**config.mk**
```make
export PLATFORM = sky130hd
export DESIGN_NAME = edge_pulse_gen
export DESIGN_NICKNAME = d
export VERILOG_FILES = /design/src/rtl/edge_pulse_gen.sv
export SDC_FILE = /design/constraint.sdc
export NUM_CORES = 1
export LEC_CHECK = 0
export ABC_CLOCK_PERIOD_IN_PS = 2180
export CORE_MARGIN = 1.5
export CORE_UTILIZATION = 35
export CTS_BUF_LIST = sky130_fd_sc_hd__clkbuf_4 sky130_fd_sc_hd__clkbuf_8
export DETAILED_ROUTE_END_ITERATION = 12
export GPL_TIMING_DRIVEN = 0
export SYNTH_ARGS = -nofsm -noshare
export SYNTH_HDL_FRONTEND = slang
export SYNTH_SLANG_ARGS = --single-unit
```
**constraint.sdc**
```tcl
create_clock -name i_Clk -period 2.18 [get_ports i_Clk]
set_clock_uncertainty 0.1 [all_clocks]
set_input_delay 0.327 -clock i_Clk [delete_from_list [all_inputs] [get_ports i_Clk]]
set_output_delay 0.327 -clock i_Clk [all_outputs]
set_load 0.05 [all_outputs]
```
**src/rtl/edge_pulse_gen.sv**
```systemverilog
// Multi-channel edge detector. Each channel synchronizes an asynchronous level input,
// debounces it, and emits a retriggerable pulse on the selected edges of the
// debounced level.
module edge_pulse_gen #(
  parameter int unsigned CHANNELS      = 4,
  parameter int unsigned SYNC_STAGES   = 2,
  parameter int unsigned STABLE_CYCLES = 4,
  parameter int unsigned PULSE_LEN     = 1,
  parameter bit          RESET_LEVEL   = 1'b0
) (
  input  logic                i_Clk,
  input  logic                i_Rst,
  input  logic [CHANNELS-1:0] i_In,
  input  logic [1:0]          i_Mode,
  output logic [CHANNELS-1:0] o_Out,
  output logic [CHANNELS-1:0] o_Level
);

  // The debounce counter only ever needs to reach STABLE_CYCLES-1; the pulse counter
  // must hold PULSE_LEN itself.
  localparam int unsigned CntW   = (STABLE_CYCLES > 1) ? $clog2(STABLE_CYCLES) : 1;
  localparam int unsigned PulseW = $clog2(PULSE_LEN + 1);

  localparam logic [CntW-1:0]   CntMax    = CntW'(STABLE_CYCLES - 1);
  localparam logic [PulseW-1:0] PulseLoad = PulseW'(PULSE_LEN);

  logic [CHANNELS-1:0] sync_q [SYNC_STAGES];
  logic [CHANNELS-1:0] sync_s;

  logic [CntW-1:0]     deb_cnt_q   [CHANNELS];
  logic [CntW-1:0]     deb_cnt_d   [CHANNELS];
  logic [PulseW-1:0]   pulse_cnt_q [CHANNELS];
  logic [PulseW-1:0]   pulse_cnt_d [CHANNELS];

  logic [CHANNELS-1:0] level_q, level_d;
  logic [CHANNELS-1:0] out_q, out_d;
  logic [CHANNELS-1:0] event_ok;

  // Synchronizer chain; the reset value matches the debounced level so that reset
  // release by itself never looks like an input change.
  always_ff @(posedge i_Clk) begin
    if (i_Rst) begin
      for (int i = 0; i < SYNC_STAGES; i++) begin
        sync_q[i] <= {CHANNELS{RESET_LEVEL}};
      end
    end else begin
      sync_q[0] <= i_In;
      for (int i = 1; i < SYNC_STAGES; i++) begin
        sync_q[i] <= sync_q[i-1];
      end
    end
  end

  assign sync_s = sync_q[SYNC_STAGES-1];

  // Debounce, edge qualification and pulse counting per channel.
  always_comb begin
    level_d     = level_q;
    deb_cnt_d   = deb_cnt_q;
    pulse_cnt_d = pulse_cnt_q;
    event_ok    = '0;
    out_d       = '0;
    for (int c = 0; c < CHANNELS; c++) begin
      if (sync_s[c] == level_q[c]) begin
        deb_cnt_d[c] = '0;
      end else if (deb_cnt_q[c] == CntMax) begin
        level_d[c]   = sync_s[c];
        deb_cnt_d[c] = '0;
        // Rising events need mode bit 0, falling events need mode bit 1.
        event_ok[c]  = sync_s[c] ? i_Mode[0] : i_Mode[1];
      end else begin
        deb_cnt_d[c] = deb_cnt_q[c] + CntW'(1);
      end

      // A qualified event reloads even mid-pulse, so back-to-back events never gap.
      if (event_ok[c]) begin
        pulse_cnt_d[c] = PulseLoad;
      end else if (pulse_cnt_q[c] != '0) begin
        pulse_cnt_d[c] = pulse_cnt_q[c] - PulseW'(1);
      end
      out_d[c] = (pulse_cnt_d[c] != '0);
    end
  end

  // Debounced level, counters and registered pulse output.
  always_ff @(posedge i_Clk) begin
    if (i_Rst) begin
      level_q <= {CHANNELS{RESET_LEVEL}};
      out_q   <= '0;
      for (int c = 0; c < CHANNELS; c++) begin
        deb_cnt_q[c]   <= '0;
        pulse_cnt_q[c] <= '0;
      end
    end else begin
      level_q     <= level_d;
      out_q       <= out_d;
      deb_cnt_q   <= deb_cnt_d;
      pulse_cnt_q <= pulse_cnt_d;
    end
  end

  assign o_Out   = out_q;
  assign o_Level = level_q;

endmodule

```
# ---- Yosys cells after proc, flatten, opt, wreduce, memory -nomap -nowiden
# Memory sizes are Yosys's and may differ from the RTL's.
# Cells that the tools add are included.
dict set report totals {
  romBits 0
  mem_bits_rw 8
  in_bits 8
  out_inout_bits 8
  latch_bits 0
  ff_bits 20
  elab_cells 69
  n_memories 1
}
# memory depth word_bits rd rd_clocked_by_memory_dff write_ports line_no
set memory_table {}
lappend memory_table {sync_q 2 4 2 0 2 27} ;# logic [CHANNELS-1:0] sync_q [SYNC_STAGES];
dict set report op_classes {
  mul 0
  n_lt_le_gt_ge 0
  n_bitwise 6
  mux 25
  n_shift 0
  div_mod_pow 0
  n_addsub 8
  reduce_logical 8
  n_eq_ne 8
}
# op n
set ops {}
lappend ops {{two-way mux 1 bit} 23}
lappend ops {{OR reduction 3 bit} 4}
lappend ops {{adder 2 x 1 -> 2 bit (second input constant)} 4}
lappend ops {{== test 2 bit (second input constant)} 4}
lappend ops {{two-way mux 4 bit} 2}
lappend ops {{AND reduction 2 bit} 4}
lappend ops {{== test 1 bit} 4}
lappend ops {{NOT 1 bit} 4}
lappend ops {{subtractor 1 bit (second input constant)} 4}
lappend ops {{bitwise OR 1 bit} 2}

# ---- Longest topological paths before layout
dict set report logic_depth {
  word_depth 4
  mapped_depth 3
  mapped_depth_nobuf 3
}

# ---- Worst setup path before layout
# OpenSTA, ideal clock, no wires.
dict set report synth_timing {
  path_kind {register to register}
  from {register level_q[0] (netlist: o_Level[0])}
  to {register deb_cnt_q[7] in the netlist's numbering}
  setup_slack_ns 0.928
  arrival_time_ns 1.064
  stages_incl_launch_ff 3
  setup_ns 0.087
  synth_period_minus_slack_ns 1.252
  path_buffers 0
  path_cell_list {dfxtp_1 -> xnor2_1 -> nor4b_2}
}
dict set report synth_via {
  elab_chain_cells 2
}
# item line_no
set synth_rtl {}
lappend synth_rtl {{start: declaration} 35} ;# logic [CHANNELS-1:0] level_q, level_d;
lappend synth_rtl {{start signal: assignment} 88} ;# level_q <= {CHANNELS{RESET_LEVEL}};
lappend synth_rtl {{start signal: assignment} 95} ;# level_q <= level_d;
lappend synth_rtl {{== test 1 bit} 64} ;# if (sync_s[c] == level_q[c]) begin
lappend synth_rtl {{OR reduction 3 bit (no line)} --}
lappend synth_rtl {{end signal: assignment} 97} ;# deb_cnt_q <= deb_cnt_d;
lappend synth_rtl {{end: declaration} 30} ;# logic [CntW-1:0] deb_cnt_q [CHANNELS];
# No other way between the ends.
# A chain may end at the register's enable or synchronous reset.

# ---- Worst setup path in the final report
dict set report layout_timing {
  from {register level_q[0] (netlist: o_Level[0])}
  to {output port o_Level[0]}
}
# item line_no
set layout_rtl {}
lappend layout_rtl {{end: declaration} 16} ;# output logic [CHANNELS-1:0] o_Level
# No word-level cell between the ends.

==> metrics.md <==
| Metric | Value |
|---|---|
| Clk sink count | 24 |
| Slew Limit Headroom | 0.669 |
| Power Total | slightly above 0.8 mW |
| GR Overflow Total | 0 |
| Gpl congestion | between 0.5 and 0.6 |
| RSZ-0062 raised after global routing | no |
| Core area | roughly 0.0023 mm^2 |
| Crit Path Class | flop to primary output |
| Syn Inst Count | 74 |
| Layout Nets | between 100 and 150 |
| Routed Antenna Nets | 0 |
| Fill count | 234 |
| Sw Pwr | between 0.15 and 0.2 mW |
| Cell with the most instances after synthesis | dfxtp_1 |
| Via density | 4.63 |
| Top-area cell type share of the netlist area | 0.548 |
| DIE WIDTH | around 53 um |
| Synth cell types | 13 |
| # hold bufs at CTS | 0 |
| Vias | 560 |
| Synth top cells by count | dfxtp_1, nand3b_1, nor2b_1 |
| Die ar. | about 0.0028 mm^2 |
| Final-report max-slew violation count | 0 |
| Yosys Warn Count | 0 |
| Post-Route WL | 1380 um |
| Cts repair resizes | 0 |
| Crit-path max cell delay | ~830 ps |
| Root Buffer Master | clkbuf_4 |
| Clock Pin Slew Worst Setup and Hold Paths | roughly 130 ps |
| CTS tree | yes |
| Crit-path max FO | 5 |
| Final Util | 0.485 |
| Antenna violations before repair | 0 |
| Clock share of power | 0.394 |
| Ys flop type | dfxtp_1 |
| Cell type with the largest total area after synthesis | dfxtp_1 |
| Crit path time final | around 2000 ps |
| Initial Util | 0.382 |
| Pleak | ~0.38 nW |
| Layout cell share with drive strength beyond 1 | 0.118 |
| Worst path slowest cell | clkdlybuf4s50_1 |
| Hold_sp | deb_cnt_q[4] |
| # setup viols final | 0 |
| Worst min path class | flop to flop |
| CP Capture Type | primary output |
| DRT Pass-1 Iters | 4 |
| Top delay family on crit path | buffers and inverters |
| First DRT Iteration DRCs | 2 |
| First-pass GRT wire length | 2330 um |
| # diodes | 0 |
| Sw frac | 0.191 |
| Hold Path End | deb_cnt_q[4] |
| Power Dens Cells | around 730 mW/mm^2 |
| Tcrit/Tclk final | 0.914 |
| R2R cell count | 2 |
| Number of synthesized flops with an enable pin | 0 |
| IO Count | 16 |
| Syn_area_per_cell | 11.9 um^2 |
| Final hold vios | 0 |
| Port bufs | 15 |
| FF+latch count, synth | 24 |
| Hold slack final | roughly 340 ps |
| Logic pwr share | 0.047 |
| RR Endpoint | deb_cnt_q[0] |
| Cell Int Power | 0.656 mW |
| Cell Chain, Critical Path | clkdlybuf4s50_1 |
| Total negative slack | 0 ps |
| Fin cells | between 100 and 150 |
| CTS Buf Count | 3 |
| H-tree lvl count | 1 |
| Post-synth ARST share | 0 |
| DR WL/cell | between 10 and 15 um |
| CP arrival | between 1500 and 2000 ps |
| Largest net degree at the start of global routing | 15 |
| Buf/Inv on CP | 1 |
| Reg2reg start | deb_cnt_q[0] |
| Mapped Area | a little under 900 um^2 |
| GRT Util Overall | 0.118 |
| Clock latency on the worst-skew pair | 310 ps |
| Clk buf depth | 2 |
| Cell Rows | 17 |
| Status | finished clean |
| Slew @ Worst Pin | 494 ps |
| Number of global-route vias before repair | 530 |
| Area contributors post-synth | dfxtp_1, nand3b_1, nor4b_2 |
| Post-CTS Setup Bufs | 0 |
| Max Freq | roughly 0.5 GHz |
| Die H | about 53 um |
| Max cap viols | 0 |
| Hold depth | 1 |
| Startpoint Class | flop |
| Syn nets | between 80 and 90 |
| # DRC | 0 |
| Register area share after synthesis | 0.548 |
| Hpwl dp | between 900 and 1000 um |
| R2R Setup Slk | roughly 1100 ps |
| Cell total after placement | approximately 120 |
| Worst EP required | ~1800 ps |
| Peak supply drop | 0.000409 V |
| Reg power frac | 0.559 |
| Area Growth Syn to Fin | 27.1% |
## routing by layer
metal | routed length (um) | GRT usage | vias to the layer above
li1 | - | - | 294
met1 | 693 | 0.143 | 251
met2 | 592 | 0.183 | 13
met3 | 82 | 0.0367 | 2
met4 | 13 | 0.0641 | 0
met5 | 0 | 0 | -
## metrics by stage
stage                     instance area (um^2)  worst slack, ps
after floorplan                            877              928
after global placement                    1060              538
after detailed placement                  1060              537
after CTS                                 1110              160
after global routing                      1110             98.1
final                                     1110              187
## how the worst max path moves through the flow
stage / cells after the start / to / from
after floorplan: 2 / deb_cnt_q[7] / o_Level[0]
after global placement: 1 / o_Level[0] / o_Level[0]
after detailed placement: 1 / o_Level[1] / o_Level[1]
after CTS: 1 / o_Level[0] / o_Level[0]
after global routing: 1 / o_Level[0] / o_Level[0]
final: 1 / o_Level[0] / o_Level[0]
## layout make-up
type	instances	area, um^2	share of cell area
plain buffers	2	10.0	0.00898
clock buffers	3	22.5	0.0202
clock inverters	1	30.0	0.0269
multi-input cells	48	387	0.347
flip-flops and latches	24	480	0.431
well taps	28	35.0	0.0314
repair buffers	15	150	0.135
## power by group through the flow
stage | Clock (mW) | Sequential (mW) | Combinational (mW)
after floorplan | 0 | 0.461 | 0.0195
after global placement | 0 | 0.462 | 0.0378
after detailed placement | 0 | 0.463 | 0.0382
after CTS | 0.329 | 0.453 | 0.0385
after global routing | 0.346 | 0.454 | 0.0421
final | 0.319 | 0.453 | 0.0380
## cell families after synthesis
family                     after synthesis  share of synthesized area
AOI/OAI and AO/OA                        4                     0.0228
and+or+nand+nor                         32                      0.275
buffers and inverters                    2                     0.0114
xor gates and xnor gates                 4                     0.0399
muxes                                    4                     0.0457
DFF                                     24                      0.548
adders and majority gates                4                     0.0571
## registers in the layout, indices dropped and copies added (netlist names)
register	cells
deb_cnt_q	8
o_Level	4
o_Out	3
pulse_cnt_q	1
sync_q	8
## cell usage in the layout (no fill, tap or decap), drive strengths merged
master         count
clkdlybuf4s50     15
bufinv             1
ha                 4
clkbuf             3
nor4b              4
mux2i              4
xnor2              4
nor2               4
dfxtp             24
a21oi              4
nor4               4
nor2b              8
nand3b             8
buf                2
nand2b             4
Power figures use the tool's default switching activity.
